--- src/rtl/neuron_seq_ctrl.sv ---
// ---------------------------------------------------------------------------
// neuron_seq_ctrl
// Sequencing controller for the single-neuron datapath. A start request
// clears the MAC accumulator and input-selection index, runs n MAC steps
// (each can be stalled with hold), strobes the activation capture, and then
// gives a one-cycle done pulse. This block is the sole driver of the
// datapath controls init / inc / ld_reg / ready.
//
// Parameters
//   n   : element pairs per neuron evaluation (>= 1)
//   CW  : index counter width (2**CW > n)
//
// Ports
//   clk    : rising-edge clock
//   rst    : synchronous active-high reset (forces IDLE, outputs 0)
//   start  : evaluation request, sampled in IDLE and DONE only
//   hold   : stall of the MAC phase
//   init   : clear accumulator and index (datapath)
//   inc    : advance input-selection index (datapath)
//   ld_reg : load accumulator with new partial sum (datapath)
//   ready  : activation output valid / capture strobe (datapath)
//   idx    : index of the element pair being accumulated
//   busy   : high in every state except IDLE
//   done   : one-cycle completion pulse
// ---------------------------------------------------------------------------
module neuron_seq_ctrl #(
  parameter int n  = 2,
  parameter int CW = 4
) (
  input  logic          clk,
  input  logic          rst,
  input  logic          start,
  input  logic          hold,
  output logic          init,
  output logic          inc,
  output logic          ld_reg,
  output logic          ready,
  output logic [CW-1:0] idx,
  output logic          busy,
  output logic          done
);

  typedef enum logic [2:0] {
    IDLE = 3'd0,
    INIT = 3'd1,
    ACC  = 3'd2,
    ACT  = 3'd3,
    DONE = 3'd4
  } state_t;

  localparam logic [CW-1:0] LAST_IDX = CW'(n - 1);

  state_t state;
  state_t state_nxt;

  logic last_step;

  // The final MAC step is an unheld ACC cycle with the index at n-1.
  assign last_step = (idx == LAST_IDX);

  // State register
  always_ff @(posedge clk) begin
    if (rst) begin
      state <= IDLE;
    end else begin
      state <= state_nxt;
    end
  end

  // Next-state logic
  always_comb begin
    state_nxt = IDLE;
    case (state)
      IDLE:    state_nxt = start ? INIT : IDLE;
      INIT:    state_nxt = ACC;
      ACC: begin
        if (hold)           state_nxt = ACC;
        else if (last_step) state_nxt = ACT;
        else                state_nxt = ACC;
      end
      ACT:     state_nxt = DONE;
      DONE:    state_nxt = start ? INIT : IDLE;
      default: state_nxt = IDLE;
    endcase
  end

  // Output decode (Moore; hold only gates the MAC step controls)
  always_comb begin
    init   = 1'b0;
    inc    = 1'b0;
    ld_reg = 1'b0;
    ready  = 1'b0;
    busy   = 1'b0;
    done   = 1'b0;
    case (state)
      IDLE: begin
      end
      INIT: begin
        init = 1'b1;
        busy = 1'b1;
      end
      ACC: begin
        inc    = ~hold;
        ld_reg = ~hold;
        busy   = 1'b1;
      end
      ACT: begin
        ready = 1'b1;
        busy  = 1'b1;
      end
      DONE: begin
        done = 1'b1;
        busy = 1'b1;
      end
      default: begin
      end
    endcase
  end

  // Index counter: cleared by INIT, advanced by every unheld ACC step except
  // the last, so it rests at n-1 and never wraps.
  always_ff @(posedge clk) begin
    if (rst) begin
      idx <= '0;
    end else if (state == INIT) begin
      idx <= '0;
    end else if ((state == ACC) && !hold && !last_step) begin
      idx <= idx + 1'b1;
    end
  end

endmodule

--- config.mk ---
export PLATFORM = sky130hd
export DESIGN_NAME = neuron_seq_ctrl
export DESIGN_NICKNAME = d
export VERILOG_FILES = /design/src/rtl/neuron_seq_ctrl.sv
export SDC_FILE = /design/constraint.sdc
export NUM_CORES = 1
export LEC_CHECK = 0
export CORE_AREA = 2 2 39 41
export CTS_CLUSTER_SIZE = 28
export DETAILED_ROUTE_END_ITERATION = 7
export DIE_AREA = 0 0 41 43
export HOLD_SLACK_MARGIN = 0.12
export PLACE_DENSITY = 0.54
export SLEW_MARGIN = 15
export SYNTH_ARGS = -nofsm -noshare
export SYNTH_HDL_FRONTEND = slang
export SYNTH_SLANG_ARGS = --single-unit
--- constraint.sdc ---
create_clock -name clk -period 2.25 [get_ports clk]
set_input_delay 0.225 -clock clk [delete_from_list [all_inputs] [get_ports clk]]
set_output_delay 0.225 -clock clk [all_outputs]
set_load 0.03 [all_outputs]
======== Word-level counts from Yosys, hierarchy flattened ========
Cells that the tools add are included.
storage, ports and cells
  memories ................................ 0
  memory bits (read-only) ................. 0
  flip-flop bits (word level) ............. 7
  output and inout bits ................... 10
  input bits .............................. 4
  memory bits (writable) .................. 0
  logic and storage cells ................. 26
  bits in latches ......................... 0
cells by class
  reduce and logical (&&, ||, !) cells .... 8
  multipliers ............................. 0
  bitwise operators ....................... 1
  shifts and indexed selects .............. 0
  div/mod/pow operators ................... 0
  add/subtract/negate cells ............... 1
  eq/ne operators ......................... 5
  mux-type cells .......................... 9
  $lt $le $gt $ge ......................... 0
operators by type and width
  cell                   number
  $pmux W3 S4            1
  $mux W1                8
  $eq A3 B2 Y1 const B   2
  $add A4 B1 Y4 const B  1
  $eq A4 B1 Y1 const B   1
  $reduce_or A2 Y1       2
  $reduce_or A4 Y1       1
  $eq A3 B1 Y1 const B   1
  $eq A3 B3 Y1 const B   1
  $logic_not A3 Y1       1
  $logic_and A1 B1 Y1    2
  $logic_not A1 Y1       2
  $not A1 Y1             1

======== Longest topological paths before layout ========
Gate-level depths: netlist of the first run.
  word-level depth ........................ 4
  depth in mapped cells ................... 5
  mapped depth without buffers ............ 5

======== Least setup slack after synthesis of the first run ========
OpenSTA, ideal clock, no wires.
  path type ............................... flip-flop to output port
  from .................................... reg state[0]
  to ...................................... out ld_reg
  data required time ...................... 2.025 ns
  arrival ................................. 1.424 ns
  path buffers ............................ 2
  stages on the path, launching flop included .. 5
  slack ................................... 0.601 ns
  cell sequence ........................... dfxtp_1 or4b_1 clkbuf_2 inv_1 buf_4
between the ends
  word-level cells in the longest chain between the ends .. 2
ends and longest elaborated chain
  what                    line  source
  start, declared         53    state_t state;
  start signal, assigned  66    state <= state_nxt;
  $eq A3 B2 Y1            n/a
  $mux W1                 n/a
  end, declared           36    output logic ld_reg,
No other way between the ends.

======== Worst setup path in the final report of the first run ========
  from .................................... reg state[2]
  to ...................................... out inc
between the ends
  word-level cells in the longest chain between the ends .. 2
ends and longest elaborated chain
  what           line  source
  $eq A3 B2 Y1   95    case (state)
  $mux W1        95
  end, declared  35    output logic inc,
No other way between the ends.

==> flow_metrics.py, run 1 <==
metrics = {
    "run": {
        "max_cap_viol_count": 0,
    },
    "clocking": {
        "cts_buffers": 3,
        "clock_tree.buffer_depth": 2,
        "cts_stage_hold_buffer_count": 0,
        "clk_latency_ps": 240,
        "cts_post_setup_buffers_inserted": 0,
        "numClockSinks": 7,
        "cts_resized": 0,
        "cts_tree": "yes",
        "ctsRootBufferMaster": "clkbuf_4",
        "clkSlewWorstSetupHoldPaths_ps": 50,
        "cts.htree.levels": 1,
    },
    "critical_path": {
        "path_cells": "or4b_1, inv_1, clkdlybuf4s50_1",
        "worst-path-max-fanout": 6,
        "path_delay_family": "buffers and inverters",
        "slowest_delay_ps": 670,
        "critPathLaunchType": "flop",
        "critPathCaptureType": "output port",
        "worst-path-buf-inv": 2,
        "worst_ep_arrival_time_ps": 1910,
        "cp_num_cells": 3,
        "crit_type": "flop to output port",
        "critical_path_required_ps": 2030,
        "worst_r2r_path_depth": 4,
        "crit_slowest_cell": "clkdlybuf4s50_1",
    },
    "power": {
        "power_per_cell_area_nw_per_um2": 588,
        "power_leakage_nw": 0.192,
        "power.ir.vdd_worst_mv": 0.294,
    },
    "finish": {
        "num-nets-final": 63,
        "layout-drive-gt1-share_pct": 14.3,
        "layout.cells.most_common_list": "clkdlybuf4s50_1, dfxtp_1, o21ai_0, a21oi_1",
        "layout.core_utilization_pct": 37.7,
        "most_common_cell_after_layout_fill_and_taps_aside": "clkdlybuf4s50_1",
        "areaGrowthSynthToFinish_pct": 47.9,
        "final_cells": 72,
        "fill_cells": 149,
        "n_antenna_cell": 0,
    },
    "drt": {
        "ant_nets": 0,
        "viasPerCell": 4.50,
        "routed_wirelength_um": 729,
        "drtPass1Iterations": 4,
        "detailroute.via_count": 324,
        "drt-initial-drc-count": 8,
        "remaining_drc_errors": 0,
        "average_wire_length_per_cell_after_detail_routing_um": 10.1,
    },
    "logic_synthesis": {
        "post_synth_instance_area_um2": 353,
        "yosysUniqueCellTypes": 21,
        "synth_sequential_area_ratio_pct": 39.7,
        "mappedNetlistNets": 46,
        "synthesized_area_divided_by_synthesized_cell_count_um2": 8.82,
        "synth.ff_latch_count": 7,
        "yosys_synthesis_warning_count": 0,
        "post_synth_inst_count": 40,
    },
    "global_routing": {
        "grt_start_max_net_pins": 9,
        "globalRouteOverflowTotal": 0,
        "overall_global_routing_usage_pct": 10.1,
        "antenna_found_initial": 0,
        "first_pass_grt_wire_length_um": 1190,
        "first_global_vias": 288,
    },
    "sta": {
        "fin_crit_ps": 2140,
        "timing_worst_slew_pin_value_ps": 556,
        "finalHoldWorstSlack_ps": 498,
        "tns_ps": 0,
        "worst_clock_skew_ps": 1.98,
        "maxSlewHeadroom_pct": 62.9,
        "slew_viol_final": 0,
        "final_min_period_over_clock_period_pct": 95.0,
        "grt_setup_unrepaired": "false",
        "fmax_ghz": 0.468,
        "timing_hold_violations_final": 0,
        "setup_viol": 0,
    },
    "floorplan": {
        "io_pins": 14,
        "die-width_um": 41,
        "die_area_um2": 1760,
        "fp-row-count": 14,
        "core_region_area_um2": 1380,
        "floorplan.initialDensity_pct": 25.5,
        "die_y_um": 43,
    },
    "placed_design": {
        "number_of_buffer_cells_added_on_primary_ports": 13,
        "detailed_place_hpwl_um": 560,
        "placed_cells_incl_taps": 68,
        "routabilityCongestion": 0.618,
    },
    "status": {
        "result_of_the_run": "finished, final reports clean",
    },
    "hold_path": {
        "worstHoldPathType": "flop to flop",
        "worst_hold_path.num_cells": 2,
    },
}
cell families after synthesis:
group / after synthesis / synth area share [%]
AO/OA/AOI/OAI: 9 / 13.5
XOR/XNOR: 2 / 4.97
adder cells (fa/ha/maj): 2 / 7.09
buffers and inverters: 5 / 6.74
flip-flops: 7 / 39.7
AND/OR/NAND/NOR: 15 / 28.0
synth_stat cells:
cell / count / area, µm²
or4_1: 1 / 7.51
or4b_1: 1 / 10.0
clkbuf_2: 1 / 5.00
ha_1: 2 / 25.0
nor3b_1: 2 / 15.0
nand3_1: 1 / 5.00
nor3_1: 1 / 5.00
a22oi_1: 1 / 7.51
nor2_1: 2 / 7.51
or3_2: 1 / 7.51
inv_1: 3 / 11.3
xnor2_1: 2 / 17.5
nor2b_1: 1 / 6.26
or3_1: 2 / 12.5
a21oi_1: 4 / 20.0
or2_2: 1 / 6.26
and2_1: 1 / 6.26
o21ai_0: 4 / 20.0
dfxtp_1: 7 / 140
and3b_2: 1 / 10.0
buf_4: 1 / 7.51
worst paths after layout:
path / startpoint / end / slack (ps)
max: state[2] / inc / 110
min reg2reg: idx[3] / idx[3] / 500
min: idx[3] / idx[3] / 500
max reg2reg: state[2] / idx[2] / 530
through the flow:
step	total power [mW]	area (µm²)	setup slack [ps]
after floorplan	0.175	353	601
after global placement	0.200	495	139
after detailed placement	0.200	495	134
after CTS	0.314	522	86.1
after global routing	0.326	522	28.2
final	0.307	522	112
routing by layer:
layer	up-vias	wire, µm	GRT usage, %
met3	0	63	3.14
li1	170	-	-
met5	-	0	0
met4	0	0	8.00
met2	13	322	14.1
met1	141	343	12.2
cell type report:
class | count | area [µm²] | share of cell area [%]
Clock buffer | 4 | 26.3 | 5.04
Tap cell | 16 | 20.0 | 3.84
Multi-Input combinational cell | 28 | 189 | 36.2
Sequential cell | 7 | 140 | 26.9
Timing Repair Buffer | 14 | 135 | 25.9
Inverter | 3 | 11.3 | 2.16
tightest hold or removal path, stage by stage (launching register included):
cell and delay (ps):
dfxtp_1 320, o21ai_0 70, a21oi_1 60
registers in the layout, summed over array words and instances (netlist names):
register  cells
idx           4
state         3
where the power goes:
part	switching (mW)	leakage (nW)	total (mW)	internal (mW)
Clock	0.0422	0.0150	0.110	0.0674
Sequential	0.00590	0.0568	0.135	0.129
Combinational	0.0329	0.120	0.0623	0.0294
Total	0.0810	0.192	0.307	0.226
Power figures use the tool's default switching activity.
==> run 2: changes to the inputs <==
Settings changed: SLEW_MARGIN 15 to 10.
Clock period 2.25 ns to 2.3 ns, I/O delays scaled along.
==> run 2 against run 1 <==
Compared with the run above:
- worst setup slack gained 26 ps
- combinational power fell by 1%
- utilization grew 0.18 points
- clock power is 4% higher
- final cell count did not move
- worst hold slack improved by 16 ps
- non-clock buffer count stayed put
- die area stayed put
- highest routed layer is now met4
==> flow_metrics.py, run 2 (synthesis results as in run 1) <==
metrics = {
    "status": {
        "result_of_the_run": "finished, final reports clean",
    },
    "power": {
        "p_total_mw": 0.307,
        "switching_share_pct": 27.9,
        "power_per_cell_area_nw_per_um2": 586,
        "combinationalPowerShare_pct": 20.0,
        "power.ir.vdd_worst_mv": 0.244,
        "power.net_switching_mw": 0.0855,
        "seqPwrFrac_pct": 42.8,
        "power_frac_clock_pct": 37.1,
        "power_leakage_nw": 0.190,
        "power_report.internal_total_mw": 0.221,
    },
    "floorplan": {
        "floorplan.initialDensity_pct": 25.5,
        "core_region_area_um2": 1380,
        "die_y_um": 43,
        "die_area_um2": 1760,
        "fp-row-count": 14,
        "die-width_um": 41,
        "io_pins": 14,
    },
    "finish": {
        "layout-drive-gt1-share_pct": 12.5,
        "layout.cells.most_common_list": "clkdlybuf4s50_1, dfxtp_1, o21ai_0, a21oi_1",
        "n_antenna_cell": 0,
        "largestRegisters": "idx (4), state (3)",
        "max_flop_register": "idx",
        "largest_register_ffs": 4,
        "layout.core_utilization_pct": 37.9,
        "stdcell_area_um2": 524,
        "final_cells": 72,
        "fill_cells": 153,
        "most_common_cell_after_layout_fill_and_taps_aside": "clkdlybuf4s50_1",
        "areaGrowthSynthToFinish_pct": 48.6,
        "sequential_cell_area_um2": 140,
        "num-nets-final": 63,
        "total_area_of_multi_input_combinational_cells_um2": 189,
    },
    "sta": {
        "tns_ps": 0,
        "maxSlewHeadroom_pct": 64.4,
        "fmax_ghz": 0.462,
        "slew_viol_final": 0,
        "timing_hold_violations_final": 0,
        "timing_worst_slew_pin_value_ps": 533,
        "setup_viol": 0,
        "grt_setup_unrepaired": "false",
        "final_min_period_over_clock_period_pct": 94.0,
        "worst_clock_skew_ps": 3.13,
        "fin_crit_ps": 2160,
    },
    "global_routing": {
        "antenna_found_initial": 0,
        "globalRouteOverflowTotal": 0,
        "grt_start_max_net_pins": 9,
        "first_global_vias": 277,
        "first_pass_grt_wire_length_um": 1120,
        "overall_global_routing_usage_pct": 9.96,
    },
    "clocking": {
        "cts_tree": "yes",
        "clkSlewWorstSetupHoldPaths_ps": 50,
        "cts_post_setup_buffers_inserted": 0,
        "ctsRootBufferMaster": "clkbuf_4",
        "clk_latency_ps": 260,
        "cts_buffers": 3,
        "cts_stage_hold_buffer_count": 0,
        "cts_resized": 0,
        "clock_tree.buffer_depth": 2,
        "numClockSinks": 7,
        "cts.htree.levels": 1,
    },
    "critical_path": {
        "critical_path_required_ps": 2070,
        "worst-path-max-fanout": 6,
        "critPathCaptureType": "output port",
        "crit_type": "flop to output port",
        "worst_r2r_path_depth": 4,
        "reg2reg_slack_ps": 570,
        "worst_ep_arrival_time_ps": 1930,
        "critPathLaunchType": "flop",
        "crit_reg_reg_startpoint": "state[2]",
        "r2r-end": "idx[2]",
    },
    "drt": {
        "average_wire_length_per_cell_after_detail_routing_um": 9.99,
        "remaining_drc_errors": 0,
        "drt-initial-drc-count": 3,
        "routed_wirelength_um": 719,
        "ant_nets": 0,
        "viasPerCell": 4.69,
        "drtPass1Iterations": 3,
        "detailroute.via_count": 338,
    },
    "placed_design": {
        "placed_cells_incl_taps": 68,
        "detailed_place_hpwl_um": 542,
        "placed_area_um2": 498,
        "routabilityCongestion": 0.610,
        "number_of_buffer_cells_added_on_primary_ports": 13,
    },
    "hold_path": {
        "timing.hold.worst.start": "idx[3]",
        "worstHoldPathType": "flop to flop",
        "whs_endpoint": "idx[3]",
        "worst_hold_path.num_cells": 2,
    },
    "run": {
        "max_cap_viol_count": 0,
    },
}
-- run 2: cell types whose count changed in the layout (fill, tap and decap cells not counted) --
cell,previous run,this run
buf_4,2,1
clkdlybuf4s50_1,12,13
-- run 2: area by class of cell --
class	instances	share of cell area, %
clock buffer	4	5.01
tap	16	3.82
multi-input combinational	28	36.0
inverter	3	2.15
timing repair buffer	14	26.3
sequential	7	26.7
-- run 2: through the flow --
stage / hold slack (ps) / setup slack, ps
6_report: 514 / 138
4_1_cts: 515 / 116
3_5_place_dp: 507 / 161
3_3_place_gp: 494 / 177
5_1_grt: 533 / 52.4
2_1_floorplan: 302 / 646
-- run 2: how the worst max path moves through the flow --
| stage | start | to | slack, ps | depth (start not counted) |
|---|---|---|---|---|
| 2_1_floorplan | state[0] | ld_reg | 650 | 4 |
| 3_3_place_gp | hold | ld_reg | 180 | 4 |
| 4_1_cts | state[2] | ld_reg | 120 | 3 |
| 6_report | state[2] | ld_reg | 140 | 3 |
| 5_1_grt | state[2] | ld_reg | 50 | 3 |
| 3_5_place_dp | hold | ld_reg | 160 | 4 |
-- run 2: power groups by stage --
stage               Sequential (mW)  Clock, mW  Combinational [mW]
floorplan                     0.135          0              0.0364
global placement              0.134          0              0.0619
detailed placement            0.134          0              0.0614
CTS                           0.132      0.118              0.0619
global route                  0.132      0.124              0.0662
finish                        0.131      0.114              0.0615
-- run 2: worst max-delay path, cell delays in order (launching register included) --
cell	delay, ps
dfxtp_1	360
or4b_1	540
inv_1	110
clkdlybuf4s50_1	670
-- run 2: routing by layer --
| layer | wire length [µm] | vias up | GRT usage [%] | share of wire, % |
|---|---|---|---|---|
| li1 | - | 173 | - | - |
| met1 | 359 | 148 | 12.3 | 50 |
| met2 | 291 | 14 | 12.5 | 40 |
| met3 | 44 | 3 | 3.14 | 6.1 |
| met4 | 23 | 0 | 10.0 | 3.2 |
| met5 | 0 | - | 0 | 0 |
==> run 3: changes to the inputs <==
Settings changed: HOLD_SLACK_MARGIN 0.12 to not set.
==> results of run 3 <==
Same layout as run 2: the final DEF is identical, and so are final timing and power.
